`src/rtl/arb_requester.sv`:
```
// Client-side request agent for the fixed-priority arbiter: takes a job, holds req,
// moves one beat per granted cycle, and gives up after TIMEOUT un-granted cycles.
module arb_requester #(
    parameter int LEN_W   = 4,
    parameter int TIMEOUT = 16,
    parameter int TO_W    = 5
) (
    input  logic             clk,
    input  logic             rst_n,
    input  logic             job_valid_i,
    input  logic [LEN_W-1:0] job_len_i,
    output logic             job_ready_o,
    output logic             req_o,
    input  logic             grant_i,
    output logic             beat_o,
    output logic [LEN_W-1:0] beat_idx_o,
    output logic             done_o,
    output logic             timeout_o,
    output logic             busy_o
);

    typedef enum logic [1:0] {IDLE, ACTIVE, RELEASE} state_e;

    state_e            state_q;
    logic [LEN_W-1:0]  remaining_q;
    logic [LEN_W-1:0]  beat_idx_q;
    logic [TO_W-1:0]   wait_cnt_q;
    logic              req_q;
    logic              done_q;
    logic              timeout_q;
    logic              to_hit;

    // Grant in IDLE or RELEASE is ignored: in RELEASE it is the stale echo of last cycle's req.
    assign beat_o      = (state_q == ACTIVE) && grant_i;
    assign job_ready_o = (state_q == IDLE);
    assign busy_o      = (state_q != IDLE);
    assign req_o       = req_q;
    assign beat_idx_o  = beat_idx_q;
    assign done_o      = done_q;
    assign timeout_o   = timeout_q;
    assign to_hit      = (TIMEOUT != 0) && (wait_cnt_q == TO_W'(TIMEOUT - 1));

    always_ff @(posedge clk) begin
        if (!rst_n) begin
            state_q     <= IDLE;
            remaining_q <= '0;
            beat_idx_q  <= '0;
            wait_cnt_q  <= '0;
            req_q       <= 1'b0;
            done_q      <= 1'b0;
            timeout_q   <= 1'b0;
        end else begin
            done_q    <= 1'b0;
            timeout_q <= 1'b0;
            case (state_q)
                IDLE: begin
                    if (job_valid_i) begin
                        remaining_q <= job_len_i;
                        beat_idx_q  <= '0;
                        wait_cnt_q  <= '0;
                        if (job_len_i != '0) begin
                            state_q <= ACTIVE;
                            req_q   <= 1'b1;
                        end else begin
                            done_q  <= 1'b1;
                        end
                    end
                end
                ACTIVE: begin
                    if (grant_i) begin
                        remaining_q <= remaining_q - LEN_W'(1);
                        beat_idx_q  <= beat_idx_q + LEN_W'(1);
                        wait_cnt_q  <= '0;
                        if (remaining_q == LEN_W'(1)) begin
                            state_q <= RELEASE;
                            req_q   <= 1'b0;
                            done_q  <= 1'b1;
                        end
                    end else begin
                        // Saturate so a disabled timeout never wraps the counter.
                        if (wait_cnt_q != '1)
                            wait_cnt_q <= wait_cnt_q + TO_W'(1);
                        if (to_hit) begin
                            state_q   <= RELEASE;
                            req_q     <= 1'b0;
                            timeout_q <= 1'b1;
                        end
                    end
                end
                RELEASE: state_q <= IDLE;
                default: state_q <= IDLE;
            endcase
        end
    end

endmodule

```
`config.mk`:
```
export PLATFORM = sky130hd
export DESIGN_NAME = arb_requester
export DESIGN_NICKNAME = d
export VERILOG_FILES = /design/src/rtl/arb_requester.sv
export SDC_FILE = /design/constraint.sdc
export NUM_CORES = 1
export LEC_CHECK = 0
export ABC_AREA = 1
export BUFFER_PORTS_ARGS = -buffer_cell sky130_fd_sc_hd__buf_2
export CORE_AREA = 4 4 47 49
export DETAILED_ROUTE_END_ITERATION = 12
export DIE_AREA = 0 0 51 53
export PLACE_DENSITY = 0.84
export SETUP_SLACK_MARGIN = 0.3
export SYNTH_ARGS = -nofsm -noshare
export SYNTH_HDL_FRONTEND = slang
export SYNTH_SLANG_ARGS = --single-unit
```
`constraint.sdc`:
```
create_clock -name clk -period 2.9 [get_ports clk]
set_input_delay 0.435 -clock clk [delete_from_list [all_inputs] [get_ports clk]]
set_output_delay 0.435 -clock clk [all_outputs]
set_load 0.05 [all_outputs]
```
Word-level counts from Yosys, hierarchy flattened
Cells that the tools add are included.
- bits in registers: 18
- bits in latches: 0
- memory bits (writable): 0
- bits in read-only memories: 0
- output and inout bits: 10
- word-level logic and storage cells: 60
- memories: 0
- $add $sub $neg: 3
- multipliers: 0
- divide/modulo/power cells: 0
- order comparisons: 0
- equal/unequal tests: 10
- shift-type cells: 0
- muxes and demuxes: 28
- bitwise gates (word level): 2
- reductions and logical operators: 10
- operators by type and width (kind ; number):
    $mux W4 ; 4
    $pmux W4 S2 ; 2
    $mux W5 ; 3
    $mux W1 ; 10
    $mux W2 ; 5
    $pmux W5 S2 ; 1
    $ne A3 B2 Y1 const B ; 2
    $reduce_and A3 Y1 ; 2
    $add A5 B1 Y5 const B ; 1
    $eq A5 B4 Y1 const B ; 1
    $ne A5 B5 Y1 const B ; 1
    $reduce_and A5 Y1 ; 1
    $add A4 B1 Y4 const B ; 1
    $eq A4 B1 Y1 const B ; 1
    $ne A2 B2 Y1 const B ; 2
    $pmux W1 S2 ; 2
    $pmux W2 S2 ; 1
    $reduce_and A4 Y1 ; 1
    $reduce_bool A2 Y1 ; 2
    $reduce_bool A4 Y1 ; 1
    $sub A4 B1 Y4 const B ; 1
    $ne A3 B3 Y1 const B ; 1
    $reduce_or A3 Y1 ; 1
    $eq A2 B1 Y1 const B ; 1
    4 further kinds ; 5

Longest topological paths before layout
Gate-level depths: netlist of the first run.
- word-level depth: 4
- gate-level depth with buffers: 11
- depth with buffers taken out: 11

Worst setup path after synthesis of the first run
Ideal clock, no wire load.
- path kind: reg2out
- from: register state_q[1]
- to: output port busy_o
- arrival: 1291 ps
- slack: 1174 ps
- stages on the path, launching flop included: 3
- cells stage by stage: dfxtp_1 -> nor2_2 -> inv_1
- longest elaborated chain between the ends: 1
- ends and longest elaborated chain (element ; line ; text):
    start, declared ; 24 ; state_e state_q;
    start signal, assigned ; 45 ; state_q <= IDLE;
    start signal, assigned ; 62 ; state_q <= ACTIVE;
    start signal, assigned ; 75 ; state_q <= RELEASE;
    $reduce_bool A2 Y1 ; 36 ; assign busy_o = (state_q != IDLE);
    end, declared ; 19 ; output logic busy_o
No other way between the ends.

Final worst setup path of the first run
- from: register state_q[1]
- to: output port beat_o
- longest elaborated chain between the ends: 2
- ends and longest elaborated chain (element ; line ; text):
    $eq A2 B1 Y1 ; 34 ; assign beat_o = (state_q == ACTIVE) && grant_i;
    $logic_and A1 B1 Y1 ; 34 ;
    end, declared ; 15 ; output logic beat_o,
No other way between the ends.

==> metrics.cfg, run 1 <==
[clocking]
cts.path.max_buffers = 2
clock_latency_ps = 290
htreeDepth = 1
cts.clk_slew.worst_paths_ps = 100
post_cts_buffers = 0
ctsResizeCount = 0
hold_buffers = 0
cts_sinks = 18
cts_tree = done
cts_buffers = 3
cts_root_buf = clkbuf_4

[die]
die_area_um2 = 2700
initial_utilization = 0.538
rows = 16
core_um2 = 1860
die_height_um = 53
die_w_um = 51
io_pins = 18

[job]
maxCapViolations = 0

[finish]
stdcell_area_um2 = 1150
fillerInstances = 174
drive_above_1_share = 0.266
area.growth.synth_to_final_pct = 14.7
multi_input_area_um2 = 557
final_util = 0.618
antennaDiodeCount = 0
nets = 169
seq_area_um2 = 360

[global_routing]
track_usage = 0.165
antenna_found_initial = 0
grt_pass1_wl_mm = 3.44
grt_overflow_total = 0
grt_pass1_vias = 849
grt_max_degree = 11

[power]
p_switching_uw = 216
p_seq_frac = 0.453
power.internal_uw = 395
swShare = 0.353
p_clk_frac = 0.250
combinationalPowerShare = 0.298
powerDensity_nw_per_um2 = 532
p_leak_nw = 0.531
power_uw = 611
peakVddDrop_mv = 0.334

[placement]
gp_congestion = 0.765
hpwl_mm = 1.51
port-buffer-count = 17
placed_cell_area_um2 = 1110
post-place-ws_ps = 1290

[timing]
slew_headroom = 0.812
slew_viol_final = 0
period_needed_ps = 1730
setup_viol = 0
period_share = 0.598
worst_slew_pin_slew_ps = 281
finalClockSkew_ps = 4.86
finalHoldViolCount = 0
fmax_ghz = 0.577
setup_ws_ps = 1170
rsz0062_at_grt = false
setup_tns_ps = 0

[route]
avgViaCountPerCell = 4.96
routedWlPerCell_um = 10.3
drtIter0Drc = 19
ant_nets = 0
vias = 897
first_pass_iters = 4
drt-total-wl_mm = 1.86
drc_errors = 0

[synthesis]
synth.distinct_cells = 25
syn_nets = 148
yosysTopAreaCell = dfxtp_1
synth_area_um2 = 1000
ys.flop_type = dfxtp_1
synth-seq-area-share = 0.360
syn_area_per_cell_um2 = 7.48
synth-seq-cells = 18
syn-instance-count = 134
synth.top_cell.area_share = 0.360
ys_top_cells_by_area = dfxtp_1, nand2_1, ha_1
synth_edf_count = 0
synth-async-reset-ratio = 0
yosysWarnings = 0

[worst_setup_path]
worstSetupPathType = reg2out
arrival_ps = 1300
cp-start-kind = register
required_ps = 2470
cp_max_fo = 9
crit_path_end_kind = primary output

[worst_hold_path]
hp-class = in2reg

[outcome]
status = finished clean

cell usage in the layout (no fill, tap or decap), drive strengths merged:
cell type   n
a21oi      10
a31oi       1
and3        2
buf        17
clkbuf      4
dfxtp      18
ha          6
inv        20
nand2      27
nand3       9
nand4       1
nor2       22
nor3        5
o21ai      10
o21bai      1
xor2        1
stage by stage:
step,instances,hold WS [ps]
final,181,420
after global routing,181,431
after CTS,181,420
after detailed placement,177,458
after global placement,177,450
after floorplan,134,457
area by class of cell:
type,instances,share of cell area
multi-input cells,95,0.484
flip-flops and latches,18,0.313
repair buffers,17,0.0740
inverters,20,0.0675
clock buffers,4,0.0316
well taps,27,0.0294
synth_stat cells, types with 4 or more instances:
cell      n
nor2_1   15
ha_1      6
dfxtp_1  18
nand3_1   9
nor3_1    4
o21ai_1   4
inv_1    17
o21ai_0   5
nand2_1  21
nor2_2    6
a21oi_1   9
nand2_2   4
cells by family after synthesis:
family / count (synthesis) / synth area share
simple gates: 66 / 0.325
compound gates: 22 / 0.147
buf+inv: 21 / 0.0849
flops: 18 / 0.360
fa+ha+maj: 6 / 0.0749
xor+xnor: 1 / 0.00874
power by group through the flow:
stage | Clock, mW | Combinational [mW] | Sequential [mW]
floorplan | 0 | 0.133 | 0.295
global placement | 0 | 0.178 | 0.282
detailed placement | 0 | 0.182 | 0.282
finish | 0.153 | 0.182 | 0.277
global route | 0.165 | 0.205 | 0.279
CTS | 0.154 | 0.183 | 0.276
registers in the layout, indices dropped and copies added, names as in the netlist:
name         cells
wait_cnt_q       5
state_q          2
done_o           1
timeout_o        1
beat_idx_o       4
remaining_q      4
req_o            1
critical path: stages (launching register included):
cell and delay (ps):
dfxtp_1 350, inv_2 100, nand2_4 110, nor2_2 160, buf_2 290
per-layer routing:
layer,up-vias,global-route usage,routed length [um]
met3,4,0.0254,69
met5,-,0,0
met4,0,0.0583,23
met2,18,0.300,944
li1,471,-,-
met1,404,0.193,825
worst paths after layout:
kind / from / slack (ps) / cells past startpoint / end
hold / removal: job_len_i[2] / 420 / 3 / remaining_q[2]
setup reg to reg: wait_cnt_q[0] / 1290 / 11 / req_o
hold reg to reg: req_o / 480 / 2 / req_o
setup / recovery: state_q[1] / 1170 / 4 / beat_o
No activity file was read; power rests on OpenSTA's default activity.
==> inputs of run 2 (changes only) <==
--- a/config.mk
+++ b/config.mk
@@ -7,10 +7,10 @@
 export LEC_CHECK = 0
 export ABC_AREA = 1
 export BUFFER_PORTS_ARGS = -buffer_cell sky130_fd_sc_hd__buf_2
-export CORE_AREA = 4 4 47 49
+export CORE_AREA = 4 4 49 51
 export DETAILED_ROUTE_END_ITERATION = 12
-export DIE_AREA = 0 0 51 53
-export PLACE_DENSITY = 0.84
+export DIE_AREA = 0 0 53 55
+export PLACE_DENSITY = 0.78
 export SETUP_SLACK_MARGIN = 0.3
 export SYNTH_ARGS = -nofsm -noshare
 export SYNTH_HDL_FRONTEND = slang
==> constraint.sdc (replaced) <==
create_clock -name clk -period 1.6 [get_ports clk]
set_input_delay 0.24 -clock clk [delete_from_list [all_inputs] [get_ports clk]]
set_output_delay 0.24 -clock clk [all_outputs]
set_load 0.05 [all_outputs]
==> run 2 against run 1 <==
Core utilization increased by 6.2 points. Setup slack worse by 960 ps. Non-clock buffer count rose by 8. Final cell count is 4.4% higher. Critical endpoint is now wait_cnt_q[2]. Highest routed layer unchanged.
==> metrics.cfg, run 2 (same netlist as run 1, synthesis figures left out) <==
[timing]
setup_ws_ps = 208  ; was 1170 ps
setup_tns_ps = 0  ; unchanged
finalClockSkew_ps = 2.12  ; was 4.86 ps
period_needed_ps = 1390
holdWs_ps = 217  ; was 420 ps
slew_viol_final = 0  ; unchanged
worst_slew_pin_slew_ps = 281  ; about the same
slew_headroom = 0.812  ; about the same
rsz0062_at_grt = true  ; was false
fmax_ghz = 0.718
period_share = 0.870
setup_viol = 0  ; unchanged
finalHoldViolCount = 0  ; unchanged

[route]
vias = 956  ; was 897
drc_errors = 0  ; unchanged
ant_nets = 0  ; unchanged
drt-total-wl_mm = 2.27  ; was 1.86 mm
routedWlPerCell_um = 12.0  ; was 10.3 um
drtIter0Drc = 29  ; was 19
avgViaCountPerCell = 5.06  ; was 4.96
first_pass_iters = 5  ; was 4

[finish]
largest_reg_flops = 5  ; unchanged
area.growth.synth_to_final_pct = 31.7  ; was 14.7%
layout_commonest_cell = nand2_1  ; unchanged
final_cell_mix = nand2_1, inv_1, nor2_1, buf_2, dfxtp_1  ; was nand2_1, dfxtp_1, inv_1, buf_2, nor2_1
nets = 177  ; was 169
max_flop_register = wait_cnt_q  ; unchanged
antennaDiodeCount = 0  ; unchanged
drive_above_1_share = 0.389  ; was 0.266

[die]
io_pins = 18  ; unchanged
die_height_um = 55  ; was 53 um
die_area_um2 = 2920  ; was 2700 um^2
rows = 16  ; unchanged
core_um2 = 1940  ; was 1860 um^2
die_w_um = 53  ; was 51 um
initial_utilization = 0.516  ; was 0.538

[worst_setup_path]
cp_max_fo = 6  ; was 9
worstRegToRegCells = 8  ; was 11
worstSetupEndpoint = wait_cnt_q[2]  ; was beat_o
path_cells = inv_2, nand2_4, buf_4, nor2_4, a21oi_4, inv_2, o21bai_4, nor2_2  ; was inv_2, nand2_4, nor2_2, buf_2
worstReg2RegStart = state_q[1]  ; was wait_cnt_q[0]
crit_start = state_q[1]  ; unchanged
cp_num_cells = 8  ; was 4
cp-start-kind = register  ; unchanged
r2r-end = wait_cnt_q[2]  ; was req_o
cp_common_cell = inv_2
crit_path_end_kind = register  ; was primary output
worstSetupPathType = reg2reg  ; was reg2out
required_ps = 1800  ; was 2470 ps
cp_top_family = flip-flops  ; was buffers and inverters
ff2ff_setup_slack_ps = 210  ; was 1290 ps
slowest_stage = dfxtp_2  ; was dfxtp_1
critPathBufInv = 3  ; was 2
arrival_ps = 1590  ; was 1300 ps
max_stage_delay_ps = 400  ; was 350 ps

[clocking]
cts.path.max_buffers = 2  ; unchanged
clock_latency_ps = 290  ; about the same
cts_sinks = 18  ; unchanged
cts_root_buf = clkbuf_4  ; unchanged
htreeDepth = 1  ; unchanged
cts.clk_slew.worst_paths_ps = 100  ; about the same
cts_tree = done  ; unchanged
cts_buffers = 3  ; unchanged

[power]
p_leak_nw = 0.596  ; was 0.531 nW
power.internal_uw = 766  ; was 395 uW
p_seq_frac = 0.428  ; was 0.453
powerDensity_nw_per_um2 = 897  ; was 532 nW/um^2
peakVddDrop_mv = 0.697  ; was 0.334 mV
swShare = 0.353  ; about the same
p_switching_uw = 418  ; was 216 uW
p_clk_frac = 0.234  ; was 0.250
combinationalPowerShare = 0.339  ; was 0.298

[global_routing]
grt_pass1_wl_mm = 3.92  ; was 3.44 mm
track_usage = 0.182  ; was 0.165
grt_overflow_total = 0  ; unchanged
grt_max_degree = 11  ; unchanged
antenna_found_initial = 0  ; unchanged
grt_pass1_vias = 984  ; was 849

[placement]
hpwl_mm = 1.70  ; was 1.51 mm
gp_congestion = 0.828  ; was 0.765
port-buffer-count = 17  ; unchanged
post-place-ws_ps = 131  ; was 1290 ps

[outcome]
status = finished clean  ; unchanged

[worst_hold_path]
hp-class = in2reg  ; unchanged

[job]
maxCapViolations = 0  ; unchanged

## run 2: changes by cell type in the layout (fill, tap and decap cells not counted), moves of 3 or more
cell / change
buf_2: -3
buf_4: +9
dfxtp_1: -5
dfxtp_2: +4
ha_1: -3
ha_4: +3
nor2_2: -3
nor2_4: +4
## run 2: per-layer routing
| layer | wire length, um | GRT usage | share of wire | up-vias |
|---|---|---|---|---|
| li1 | - | - | - | 486 |
| met4 | 27 | 0.0936 | 0.012 | 0 |
| met3 | 109 | 0.0241 | 0.048 | 7 |
| met2 | 1240 | 0.343 | 0.55 | 28 |
| met1 | 889 | 0.200 | 0.39 | 435 |
| met5 | 0 | 0 | 0 | - |
## run 2: stage by stage
| stage | utilization | total power, mW | instances | instance area [um^2] |
|---|---|---|---|---|
| after detailed placement | 0.601 | 0.861 | 177 | 1170 |
| final | 0.680 | 1.18 | 189 | 1320 |
| after global routing | 0.680 | 1.25 | 189 | 1320 |
| after floorplan | - | 0.788 | 134 | 1050 |
| after global placement | 0.601 | 0.849 | 177 | 1170 |
| after CTS | 0.676 | 1.19 | 189 | 1310 |
## run 2: worst min path at each step
stage                  from              to  slack [ps]  cells after the start
5_1_grt        job_len_i[2]  remaining_q[2]         220                      3
6_report       job_len_i[2]  remaining_q[2]         220                      3
2_1_floorplan  job_len_i[2]  remaining_q[2]         400                      2
3_5_place_dp          req_o           req_o         480                      2
4_1_cts        job_len_i[2]  remaining_q[2]         210                      3
3_3_place_gp          req_o           req_o         460                      2
## run 2: what timing repair did
| action | 4_1_cts | 5_1_grt |
|---|---|---|
| pin swaps | 9 | 4 |
| setup buffers | 8 | 0 |
| endpoints found under the hold margin | 0 | 0 |
| gates resized for setup | 12 | 3 |
| hold buffers | 0 | 0 |
| endpoints found under the setup margin | 12 | 12 |
## run 2: worst reg2reg max path, stage by stage (launching register included)
cell	delay [ps]
dfxtp_2	400
inv_2	80
nand2_4	120
buf_4	130
nor2_4	40
a21oi_4	220
inv_2	110
o21bai_4	150
nor2_2	40
## run 2: final cells by class
type / instances / area, um^2
clock buffer: 4 / 36.3
fill: 168 / 622
inverter: 20 / 77.6
multi-input combinational: 95 / 636
sequential: 18 / 369
tap: 27 / 33.8
timing repair buffer: 25 / 168
## run 2: power groups by stage
stage	Clock (mW)	Sequential, mW	Combinational (mW)
finish	0.277	0.507	0.401
CTS	0.288	0.507	0.394
global placement	0	0.516	0.333
detailed placement	0	0.518	0.343
global route	0.305	0.510	0.439
floorplan	0	0.540	0.248
==> inputs of run 3 (changes only) <==
--- a/config.mk
+++ b/config.mk
@@ -8,8 +8,10 @@
 export ABC_AREA = 1
 export BUFFER_PORTS_ARGS = -buffer_cell sky130_fd_sc_hd__buf_2
 export CORE_AREA = 4 4 49 51
+export CTS_CLUSTER_DIAMETER = 200
 export DETAILED_ROUTE_END_ITERATION = 12
 export DIE_AREA = 0 0 53 55
+export GPL_TIMING_DRIVEN = 0
 export PLACE_DENSITY = 0.78
 export SETUP_SLACK_MARGIN = 0.3
 export SYNTH_ARGS = -nofsm -noshare
==> run 3 against run 2 <==
Combinational power grew 8.2%. Clock power grew 3%. Sequential share of layout area shrank 0.66 points. Hold slack lost 5.7 ps. Critical path depth grew 3. Final cell count grew 2.1%. Critical path type unchanged. Critical endpoint is now state_q[0]. Largest cell class unchanged.
==> metrics.cfg, run 3 (same netlist as run 1, synthesis figures left out) <==
[power]
swShare = 0.361  ; was 0.353
combinationalPowerShare = 0.353  ; was 0.339
power_mw = 1.23  ; was 1.18 mW
p_seq_frac = 0.415  ; was 0.428
peakVddDrop_mv = 0.633  ; was 0.697 mV
p_leak_nw = 0.616  ; was 0.596 nW
p_switching_uw = 443  ; was 418 uW
p_clk_frac = 0.232  ; was 0.234
powerDensity_nw_per_um2 = 896  ; was 897 nW/um^2
power.internal_uw = 785  ; was 766 uW

[finish]
drive_above_1_share = 0.416  ; was 0.389
antennaDiodeCount = 0  ; unchanged
max_flop_register = wait_cnt_q  ; unchanged
nets = 181  ; was 177
instances_no_fill = 193  ; was 189
final_cell_mix = nand2_1, inv_1, nor2_1  ; was nand2_1, inv_1, nor2_1, buf_2, dfxtp_1
area.growth.synth_to_final_pct = 36.7  ; was 31.7%
stdcell_area_um2 = 1370  ; was 1320 um^2
largest_reg_flops = 5  ; unchanged
fillerInstances = 162  ; was 168
layout_commonest_cell = nand2_1  ; unchanged

[global_routing]
track_usage = 0.181  ; was 0.182
grt_pass1_vias = 960  ; was 984
antenna_found_initial = 0  ; unchanged
grt_pass1_wl_mm = 3.85  ; was 3.92 mm
grt_overflow_total = 0  ; unchanged
grt_max_degree = 11  ; unchanged

[worst_setup_path]
ff2ff_setup_slack_ps = 130  ; was 210 ps
required_ps = 1810  ; was 1800 ps
arrival_ps = 1670  ; was 1590 ps
crit_start = wait_cnt_q[0]  ; was state_q[1]
r2r-end = state_q[0]  ; was wait_cnt_q[2]
worstRegToRegCells = 11  ; was 8
worstReg2RegStart = wait_cnt_q[0]  ; was state_q[1]
worstSetupPathType = reg2reg  ; unchanged
cp_max_fo = 3  ; was 6
cp-start-kind = register  ; unchanged
crit_path_end_kind = register  ; unchanged

[placement]
dp_cells = 177  ; unchanged
port-buffer-count = 16  ; was 17
placed_cell_area_um2 = 1170  ; about the same
gp_congestion = 0.823  ; was 0.828
hpwl_mm = 1.59  ; was 1.70 mm

[route]
first_pass_iters = 5  ; unchanged
avgViaCountPerCell = 5.04  ; was 5.06
ant_nets = 0  ; unchanged
drt-total-wl_mm = 2.36  ; was 2.27 mm
vias = 972  ; was 956
routedWlPerCell_um = 12.2  ; was 12.0 um
drtIter0Drc = 17  ; was 29
drc_errors = 0  ; unchanged

[clocking]
htreeDepth = 1  ; unchanged
cts_root_buf = clkbuf_4  ; unchanged
cts.path.max_buffers = 2  ; unchanged
cts_sinks = 18  ; unchanged
hold_buffers = 0  ; unchanged
clock_latency_ps = 300  ; was 290 ps
cts_tree = done  ; unchanged
cts.clk_slew.worst_paths_ps = 110  ; was 100 ps
cts_buffers = 3  ; unchanged

[die]
die_height_um = 55  ; unchanged
die_w_um = 53  ; unchanged
io_pins = 18  ; unchanged
core_um2 = 1940  ; unchanged
rows = 16  ; unchanged
initial_utilization = 0.516  ; unchanged
die_area_um2 = 2920  ; unchanged

[job]
maxCapViolations = 0  ; unchanged

[worst_hold_path]
hp-start = job_len_i[2]  ; unchanged
hp-class = in2reg  ; unchanged
hold_depth = 3  ; unchanged
hold_path_end = remaining_q[2]  ; unchanged

[timing]
slew_headroom = 0.819  ; was 0.812
period_needed_ps = 1470  ; was 1390 ps
finalClockSkew_ps = 11.2  ; was 2.12 ps
fmax_ghz = 0.682  ; was 0.718 GHz
finalHoldViolCount = 0  ; unchanged
slew_viol_final = 0  ; unchanged
rsz0062_at_grt = true  ; unchanged
worst_slew_pin_slew_ps = 272  ; was 281 ps
period_share = 0.916  ; was 0.870
setup_viol = 0  ; unchanged
setup_tns_ps = 0  ; unchanged
holdWs_ps = 211  ; was 217 ps

[outcome]
status = finished clean  ; unchanged

-- run 3: worst max-delay path, cell delays in order (launching register included) --
cell	delay [ps]
dfxtp_4	380
ha_4	140
nand2_4	50
nor2_4	120
ha_2	190
inv_2	40
nand3_2	70
nand2_2	70
nor2_4	120
nand2_1	70
nand2_1	70
inv_1	60
-- run 3: metrics by stage --
| stage | util | worst slack [ps] |
|---|---|---|
| floorplan | - | 250 |
| global placement | 0.602 | 155 |
| detailed placement | 0.602 | 114 |
| CTS | 0.669 | 190 |
| global route | 0.706 | 80.5 |
| finish | 0.706 | 134 |
-- run 3: cell type report --
type | count | area [um^2] | share of cell area
clock buffer | 4 | 36.3 | 0.0265
tap | 27 | 33.8 | 0.0247
multi-input combinational | 95 | 637 | 0.465
timing repair buffer | 28 | 196 | 0.143
inverter | 20 | 85.1 | 0.0621
buffer | 1 | 7.51 | 0.00548
sequential | 18 | 374 | 0.273
-- run 3: worst max path at each step --
stage / cells past startpoint / end
final: 11 / state_q[0]
after global routing: 11 / state_q[0]
after CTS: 8 / wait_cnt_q[2]
after detailed placement: 11 / req_o
after global placement: 11 / req_o
after floorplan: 11 / req_o
-- run 3: power groups by stage --
stage / Sequential, mW / Clock [mW] / Combinational (mW)
after floorplan: 0.540 / 0 / 0.248
after global placement: 0.516 / 0 / 0.332
after detailed placement: 0.518 / 0 / 0.341
after CTS: 0.509 / 0.290 / 0.385
after global routing: 0.514 / 0.311 / 0.468
final: 0.509 / 0.285 / 0.434
-- run 3: metal layers --
layer  global-route usage  wire (um)
met2                0.339       1230
met5                    0          0
met3               0.0268        102
met1                0.197       1010
met4               0.0936         25
-- run 3: what timing repair did --
action	in CTS	in global routing
pin swaps	6	8
setup endpoints to repair	11	12
endpoints found under the hold margin	0	0
buffers inserted	6	6
gates resized for setup	13	9
